**config.mk**
```make
export PLATFORM = sky130hd
export DESIGN_NAME = sevenseg_scan_flat
export DESIGN_NICKNAME = d
export VERILOG_FILES = /design/src/rtl/sevenseg_pkg.sv /design/src/rtl/sevenseg_scan_if.sv /design/src/rtl/tick_gen.sv /design/src/rtl/sevenseg_scan.sv /design/src/flat_wrapper.sv
export SDC_FILE = /design/constraint.sdc
export NUM_CORES = 1
export LEC_CHECK = 0
export CORE_AREA = 2 2 72 74
export CTS_BUF_LIST = sky130_fd_sc_hd__clkbuf_8
export CTS_CLUSTER_DIAMETER = 150
export DETAILED_ROUTE_END_ITERATION = 12
export DIE_AREA = 0 0 74 76
export PLACE_DENSITY = 0.76
export SKIP_LAST_GASP = 1
export SYNTH_ARGS = -nofsm -noshare
export SYNTH_HDL_FRONTEND = slang
export SYNTH_HIERARCHICAL = 1
export SYNTH_SLANG_ARGS = --single-unit
```
**constraint.sdc**
```tcl
create_clock -name clk -period 2.5 [get_ports clk]
set_input_delay 0.5 -clock clk [delete_from_list [all_inputs] [get_ports clk]]
set_output_delay 0.5 -clock clk [all_outputs]
set_load 0.02 [all_outputs]
```
**src/rtl/sevenseg_pkg.sv**
```systemverilog
// Shared constants, types and the hex-to-segment decoder for the
// multiplexed common-anode 7-segment display stage (sevenseg_scan).
package sevenseg_pkg;

  localparam int         NUM_DIGITS = 4;
  localparam logic [6:0] SEG_OFF    = 7'h7F;  // all segments dark (active-low)

  typedef logic [1:0] digit_idx_t;

  // Registered display outputs travel together: anodes plus segments.
  typedef struct packed {
    logic [3:0] an;
    logic [6:0] seg;
  } disp_t;

  // Segment patterns {g,f,e,d,c,b,a}, active-low, indexed by hex value.
  localparam logic [6:0] HEX2SEG_TABLE [16] = '{
    7'h40, 7'h79, 7'h24, 7'h30, 7'h19, 7'h12, 7'h02, 7'h78,
    7'h00, 7'h10, 7'h08, 7'h03, 7'h46, 7'h21, 7'h06, 7'h0E
  };

  function automatic logic [6:0] hex2seg(input logic [3:0] nib);
    return HEX2SEG_TABLE[nib];
  endfunction

endpackage

```
**src/rtl/sevenseg_scan_if.sv**
```systemverilog
// Display-stage bus: the word to show plus edit hints from the operand
// register, and the active-low anode/segment/decimal-point lines.
// master = upstream register side, slave = sevenseg_scan.
interface sevenseg_scan_if;

  logic [15:0] value;
  logic        edit;
  logic [1:0]  sel;
  logic [6:0]  seg;
  logic [3:0]  an;
  logic        dp;

  modport master (
    output value, edit, sel,
    input  seg, an, dp
  );

  modport slave (
    input  value, edit, sel,
    output seg, an, dp
  );

endinterface

```
**src/rtl/tick_gen.sv**
```systemverilog
// Free-running prescaler: counts 0..DIV-1 and wraps, asserting tick
// combinationally during the cycle the count sits at DIV-1.
// Asynchronous active-high reset clears the count.
module tick_gen #(
  parameter int DIV = 2
) (
  input  logic clk,
  input  logic reset,
  output logic tick
);

  // DIV = 1 still needs a 1-bit counter so the declarations stay legal.
  localparam int            CW   = (DIV > 1) ? $clog2(DIV) : 1;
  localparam logic [CW-1:0] LAST = CW'(DIV - 1);

  logic [CW-1:0] cnt_q;
  logic [CW-1:0] cnt_d;

  assign tick = (cnt_q == LAST);

  // Next count: wrap on the terminal value, otherwise increment.
  always_comb begin
    cnt_d = tick ? '0 : cnt_q + 1'b1;
  end

  // Count register with asynchronous reset.
  // NOTE: clocked state uses non-blocking (<=) so every flop samples the
  // pre-edge values; blocking here would create order-dependent races.
  always_ff @(posedge clk or posedge reset) begin
    if (reset) cnt_q <= '0;
    else       cnt_q <= cnt_d;
  end

endmodule

```
**src/rtl/sevenseg_scan.sv**
```systemverilog
// sevenseg_scan: shows a 16-bit word as four hex digits on a multiplexed,
// common-anode 7-segment display. Digits are scanned by a refresh
// prescaler; each digit change is preceded by one all-anodes-off cycle to
// stop ghosting. The word is snapshotted once per frame so a frame never
// mixes old and new digits. Nibble 0 is the rightmost digit (an[0]).
//
// Optional feature, macro SEVENSEG_BLINK_EN: while edit is high the digit
// selected by sel blinks at BLINK_HZ. Without the macro no blink counter is
// built and edit/sel are ignored (ports kept for a stable top level).
module sevenseg_scan
  import sevenseg_pkg::*;
#(
  parameter int CLK_HZ     = 100_000_000,
  parameter int REFRESH_HZ = 1000,
  parameter int BLINK_HZ   = 2
) (
  input  logic           clk,
  input  logic           reset,
  sevenseg_scan_if.slave bus
);

  localparam int DIV  = CLK_HZ / REFRESH_HZ;       // cycles per digit slot
  localparam int BDIV = CLK_HZ / (2 * BLINK_HZ);   // cycles per blink half-period

  localparam disp_t DISP_RESET = '{an: 4'hF, seg: SEG_OFF};

  logic       tick;
  logic       hide_digit;   // blank the segments of the digit about to light

  digit_idx_t  idx_q,    idx_d;
  logic [15:0] shadow_q, shadow_d;
  logic        blank_q,  blank_d;
  disp_t       disp_q,   disp_d;

  tick_gen #(.DIV(DIV)) u_refresh (
    .clk   (clk),
    .reset (reset),
    .tick  (tick)
  );

`ifdef SEVENSEG_BLINK_EN
  logic blink_tick;
  logic blink_on_q, blink_on_d;

  tick_gen #(.DIV(BDIV)) u_blink (
    .clk   (clk),
    .reset (reset),
    .tick  (blink_tick)
  );

  // Blink phase flips every time the blink counter wraps.
  always_comb begin
    blink_on_d = blink_tick ? ~blink_on_q : blink_on_q;
  end

  // Blink phase register; starts in the visible phase.
  always_ff @(posedge clk or posedge reset) begin
    if (reset) blink_on_q <= 1'b1;
    else       blink_on_q <= blink_on_d;
  end

  // Sampled at the lit edge: idx_q already names the digit being lit.
  assign hide_digit = bus.edit && !blink_on_q && (idx_q == bus.sel);
`else
  logic unused_blink;
  assign unused_blink = ^{bus.edit, bus.sel, 1'(BDIV)};
  assign hide_digit   = 1'b0;
`endif

  // Scan sequencing: tick blanks and advances, the following edge lights.
  // NOTE: every variable gets its hold value first, so no path through
  // the branches leaves one unassigned and no latch is inferred.
  always_comb begin
    idx_d    = idx_q;
    shadow_d = shadow_q;
    blank_d  = blank_q;
    disp_d   = disp_q;

    if (tick) begin
      idx_d     = idx_q + 1'b1;           // 3 wraps to 0 in two bits
      disp_d.an = 4'hF;
      blank_d   = 1'b1;
      if (idx_q == digit_idx_t'(NUM_DIGITS - 1)) shadow_d = bus.value;
    end else if (blank_q) begin
      disp_d.an  = ~(4'b0001 << idx_q);
      disp_d.seg = hide_digit ? SEG_OFF : hex2seg(shadow_q[4*idx_q +: 4]);
      blank_d    = 1'b0;
    end
  end

  // Scan state and registered outputs, all cleared asynchronously.
  // NOTE: the shadow word is an ordinary register, not a RAM, so it is
  // reset along with the rest; a memory array would be left unreset.
  always_ff @(posedge clk or posedge reset) begin
    if (reset) begin
      idx_q    <= digit_idx_t'(NUM_DIGITS - 1);
      shadow_q <= 16'h0000;
      blank_q  <= 1'b0;
      disp_q   <= DISP_RESET;
    end else begin
      idx_q    <= idx_d;
      shadow_q <= shadow_d;
      blank_q  <= blank_d;
      disp_q   <= disp_d;
    end
  end

  assign bus.seg = disp_q.seg;
  assign bus.an  = disp_q.an;
  assign bus.dp  = 1'b1;

endmodule

```
**src/flat_wrapper.sv**
```systemverilog
// flat-port wrapper written by rule: the top's interface ports become plain ports
module sevenseg_scan_flat import sevenseg_pkg::*;
#(
  parameter int CLK_HZ     = 100_000_000,
  parameter int REFRESH_HZ = 1000,
  parameter int BLINK_HZ   = 2
)
  (clk, reset, bus_value, bus_edit, bus_sel, bus_seg, bus_an, bus_dp);
  sevenseg_scan_if bus_i ();
  input  logic clk;
  input  logic reset;
  input wire logic [$bits(bus_i.value)-1:0] bus_value;
  input wire logic [$bits(bus_i.edit)-1:0] bus_edit;
  input wire logic [$bits(bus_i.sel)-1:0] bus_sel;
  output wire logic [$bits(bus_i.seg)-1:0] bus_seg;
  output wire logic [$bits(bus_i.an)-1:0] bus_an;
  output wire logic [$bits(bus_i.dp)-1:0] bus_dp;
  assign bus_i.value = bus_value;
  assign bus_i.edit = bus_edit;
  assign bus_i.sel = bus_sel;
  assign bus_seg = bus_i.seg;
  assign bus_an = bus_i.an;
  assign bus_dp = bus_i.dp;
  sevenseg_scan #(.CLK_HZ(CLK_HZ), .REFRESH_HZ(REFRESH_HZ), .BLINK_HZ(BLINK_HZ)) u_core (.clk(clk), .reset(reset), .bus(bus_i));
endmodule
```
Yosys cells after proc, flatten, opt, wreduce, memory -nomap -nowiden:

Memories as Yosys holds them, arrays and structs flattened.
Cells that the tools add are included.

* register bits: 47
* ROM bits: 112
* input bits: 21
* output and inout bits: 12
* logic and storage cells: 26
* memories kept: 1

Memories
* (no name shown): depth 16, bits a word 7, rd ports 1, clocked after memory_dff 0, write ports 0, line sevenseg_pkg.sv:23 `return HEX2SEG_TABLE[nib];`

* add/subtract/negate cells: 2
* $lt $le $gt $ge: 1
* equal/unequal tests: 2
* shifts and indexed selects: 2
* mux-type cells: 6
* bitwise gates (word level): 3
* reduce and logical (&&, ||, !) cells: 3

Operators with widths (count)
* 17-bit by 1-bit adder with 17-bit output, second input constant: 1
* 17-bit equality test, second input constant: 1
* 17-bit 2-to-1 mux: 1
* 16-bit by 5-bit indexed part select with 4-bit output: 1
* 7-bit 2-to-1 mux: 2
* 11-bit 2-to-1 mux: 1
* 5-bit >= comparator, second input constant: 1
* 4-bit inverter with 5-bit output: 1
* 4-bit 2-to-1 mux: 1
* 4-bit inverter: 1
* 2-bit AND reduction: 2
* 1-bit by 2-bit << shifter with 4-bit output, first input constant: 1
* 2-bit by 1-bit adder with 2-bit output, second input constant: 1
* 2-bit equality test, second input constant: 1
* 2-bit nonzero test: 1
* 1-bit 2-to-1 mux: 1
* 1-bit inverter: 1

Longest topological paths before layout:

* depth after elaboration: 7
* depth in mapped cells: 11
* mapped depth without buffers: 8

By module:

Netlist, hierarchy kept.

Modules (own cells, without submodules)
* sevenseg_scan: times used 1, cells each 127, area an instance 1574.0 um^2, seq. area each 767.0 um^2
* tick_gen: times used 1, cells each 75, area an instance 825.8 um^2, seq. area each 425.4 um^2

Worst setup path before layout:

No wires, ideal clock.

* path type: reg2reg
* from: register u_core.u_refresh.cnt_q[0]
* to: register u_core.shadow_q[0]
* setup time: 0.125 ns
* data arrival time: 2.230 ns
* data required time: 2.375 ns
* setup slack: 0.145 ns
* stages on the path, launching flop included: 10
* path buffers: 3
* period minus slack after synthesis: 2.355 ns
* cell sequence: dfrtp_1 -> ha_1 -> nand3_1 -> nor2_1 -> and4_1 -> buf_2 -> clkbuf_1 -> nand2_1 -> clkbuf_1 -> mux2_2

* longest elaborated chain between the ends: 2

Ends and longest elaborated chain
* from (decl): line tick_gen.sv:16 `logic [CW-1:0] cnt_q;`
* from (signal assigned): line tick_gen.sv:31 `else cnt_q <= cnt_d;`
* 17-bit equality test: line tick_gen.sv:19 `assign tick = (cnt_q == LAST);`
* 2-bit AND reduction (no source line)
* to (signal assigned): line sevenseg_scan.sv:102 `shadow_q <= shadow_d;`
* to (decl): line sevenseg_scan.sv:31 `logic [15:0] shadow_q, shadow_d;`

Every way passes these cells.
A chain may end at the register's enable or synchronous reset.

Worst setup path after layout:

* from: register u_core.idx_q[0]
* to: register u_core.disp_q, in the netlist u_core/bus.seg[3]

* longest elaborated chain between the ends: 5

Ends and longest elaborated chain
* from (decl): line sevenseg_scan.sv:30 `digit_idx_t idx_q, idx_d;`
* from (signal assigned): line sevenseg_scan.sv:96 `idx_q <= digit_idx_t'(NUM_DIGITS - 1);`
* from (signal assigned): line sevenseg_scan.sv:101 `idx_q <= idx_d;`
* 16-bit by 5-bit indexed part select with 4-bit output: line sevenseg_scan.sv:86 `disp_d.seg = hide_digit ? SEG_OFF : hex2seg(shadow_q[4*idx_q +: 4]);`
* 4-bit inverter with 5-bit output (implied by the code): line sevenseg_pkg.sv:23
* memory read 16 x 7 bit
* 7-bit 2-to-1 mux (implied by the code) (2 in a row): line sevenseg_pkg.sv:23
* to (signal assigned): line sevenseg_scan.sv:104 `disp_q <= disp_d;`
* to (decl): line sevenseg_scan.sv:33 `disp_t disp_q, disp_d;`

Every way passes these cells. The select of a mux whose other input is x is not followed.

==> results.cfg <==
[outcome]
status = completed

[synth]
synth_seq_cells = 47
syn_inst = 202
yosys_warnings = 6
synth_cell_types = 42
seq_area_frac_synth_pct = 49.7
synth_top_area_cell = dfrtp_1
async_flop_share_pct = 100
synth-edff-count = 0
synth_top_area_share_pct = 35.5
ys.flop_type = dfrtp_1
synth_area_leaders = dfrtp_1 (35%), dfstp_2 (14%), mux2_2 (8.0%), ha_1 (5.7%), xnor2_1 (4.0%)
syn_nets = 234
avgSynthCellArea_um2 = 11.9
synthesis.area_um2 = 2400

[worst_setup_path]
critPathSlowestCell = mux4_1
cp.arrival_ns = 2.38
worstPathRequired_ns = 2.69
cp-start-kind = flop
crit_type = flop to flop
crit_buf_inv = 1
worstSetupEndpointType = flop
path_cells = mux4_1 -> inv_1 -> ha_1 -> mux2i_1 -> o311ai_0
critPathMaxStageDelay_ns = 0.67
cp_max_fo = 5
path_delay_family = multiplexers

[clocking]
cts_tree = yes
postCtsSetupBuffers = 0
cts_max_path_buffers = 2
cts_hold_buffers = 0
clock_latency_ns = 0.30
numClockSinks = 47
numCtsBuffers = 5
cts.clk_slew.worst_paths_ns = 0.09
cts_resized = 0
root_buffer = clkbuf_8
htreeDepth = 2

[global_routing]
grt.overflow.total = 0
gr-usage-met2_pct = 25.2
grt_pass1_wl_um = 7080
first_global_vias = 1564
use_met1_pct = 22.5
grt-busiest-layer = met2
gr-usage-met3_pct = 3.57
grt_max_degree = 31
antenna_found_initial = 0
grt_use_total_pct = 16.1

[sta]
slew_violations = 0
fin_crit_ns = 2.19
fin_ws_ns = 0.308
setup_violations = 0
fmaxAchievable_mhz = 456
fin_tns_setup_ns = 0
skew_ns = 0.00638
hold_viol_final = 0
period_share_pct = 87.7
tightest_slew_ns = 0.620
relSlewSlack_pct = 58.7
rsz0062_at_grt = false

[drt]
drc_errors = 0
drt-pass1-iter-count = 4
drt-total-wl_um = 4030
drt_iter0_markers = 60
vias = 1541
wl_per_cell_um = 13.3
final_antenna_net_count = 0
post_drt_via_cell_ratio = 5.07

[place]
finalWeightedCongestion = 0.801
port-buffer-count = 28
dp_slack_ns = 0.326
dp_cells = 296
hpwl_um = 2910

[pwr]
power_density_nw_per_um2 = 505
ir_worst_vdd_v = 0.000269
leakagePower_uw = 0.00121

[cells_and_area]
antennaDiodeCount = 0
layout.cells.non_filler = 304
multi_input_area_um2 = 1100
syn_to_final_growth_pct = 19.2
final_net_count = 265
layout.area.seq_um2 = 1190
drive_gt1_share_pct = 21.4
fill_cells = 421
final_core_util_pct = 58.2

[job]
maxCapViolations = 0

[die]
num_rows = 26
core_area_um2 = 4910
die_h_um = 76
start_util_pct = 48.9
dieWidth_um = 74
die-area_um2 = 5620
ios = 33

[worst_hold_path]
hp-class = flop to flop
-- stage by stage --
| stage | instance area (um^2) | hold WS, ns | power, uW |
|---|---|---|---|
| after floorplan | 2400 | 0.426 | 852 |
| after global placement | 2740 | 0.469 | 887 |
| after detailed placement | 2740 | 0.472 | 891 |
| after CTS | 2860 | 0.485 | 1470 |
| after global routing | 2860 | 0.520 | 1510 |
| final | 2860 | 0.483 | 1450 |
-- cells in the mapped netlist (2+ instances only) --
cell type / count
nor4_2: 2
o21ai_0: 6
buf_6: 3
mux2_2: 17
ha_1: 11
a21oi_1: 3
mux4_2: 2
and4_1: 2
nand2b_1: 7
mux2i_1: 3
nand4_1: 5
nand2_1: 15
dfrtp_1: 34
mux4_1: 2
xnor2_1: 11
xor2_1: 5
nand3_1: 5
inv_1: 11
nor2_1: 15
nor2b_1: 2
buf_2: 2
nor3_1: 5
dfstp_2: 13
clkbuf_1: 3
-- per-layer routing --
metal	wire length, um	up-vias
met1	1880	756
met5	0	-
li1	-	760
met3	92	5
met2	2000	20
met4	52	0
-- final cells by class --
cell class                      instances  area share [%]
Timing Repair Buffer                   33            11.1
Clock buffer                            6            2.89
Clock inverter                          2            1.22
Sequential cell                        47            41.7
Inverter                               11            1.44
Tap cell                               70            3.06
Multi-Input combinational cell        135            38.6
-- worst paths after layout --
kind                            cells past startpoint         startpoint  slack (ns)                   endpoint
min in group asynchronous                           3              reset        0.59             u_core/blank_q
max in group asynchronous                           2              reset        1.49  u_core/u_refresh/cnt_q[4]
worst max register to register                      5    u_core/idx_q[0]        0.31          u_core/bus.seg[3]
worst min-delay path                                2  u_core/bus.seg[2]        0.48          u_core/bus.seg[2]
worst max-delay path                                5    u_core/idx_q[0]        0.31          u_core/bus.seg[3]
worst min register to register                      2  u_core/bus.seg[2]        0.48          u_core/bus.seg[2]
-- state kept, by name, indices dropped and copies added (netlist names) --
name,count
u_core/u_refresh/cnt_q,17
u_core/bus.seg,7
u_core/blank_q,1
u_core/shadow_q,16
u_core/idx_q,2
u_core/bus.an,4
-- report_power, final --
group	internal [uW]	total, uW	switching (uW)
clock network	324	570	246
logic	50.9	95.5	44.6
registers	774	780	6.57
total	1150	1450	297
-- cell families (layout without fill, tap and decap cells) --
kind of cell	Yosys count	count (layout)	share of synthesized area, %
mux	25	25	13.9
simple gates	63	63	15.0
xor+xnor	16	16	5.84
other cells	1	1	0.156
compound gates	19	19	5.32
fa+ha+maj	11	11	5.74
buf+inv	20	52	4.33
flops	47	47	49.7
-- layout by cell type (no fill, tap or decap), drive strengths merged, types with 6 or more instances in the layout --
cell           instances
o21ai                  6
nor2                  15
xnor2                 11
dfrtp                 34
nand2b                 7
nand4                  6
inv                   11
ha                    11
mux2                  18
dfstp                 13
clkdlybuf4s50         28
nand2                 15
clkbuf                 6
-- worst reg2reg max path, cell delays in order, from the launching register on --
cell and delay, ns:
dfstp_2 0.58, mux4_1 0.67, inv_1 0.17, ha_1 0.28, mux2i_1 0.09, o311ai_0 0.31
Power figures use the tool's default switching activity.
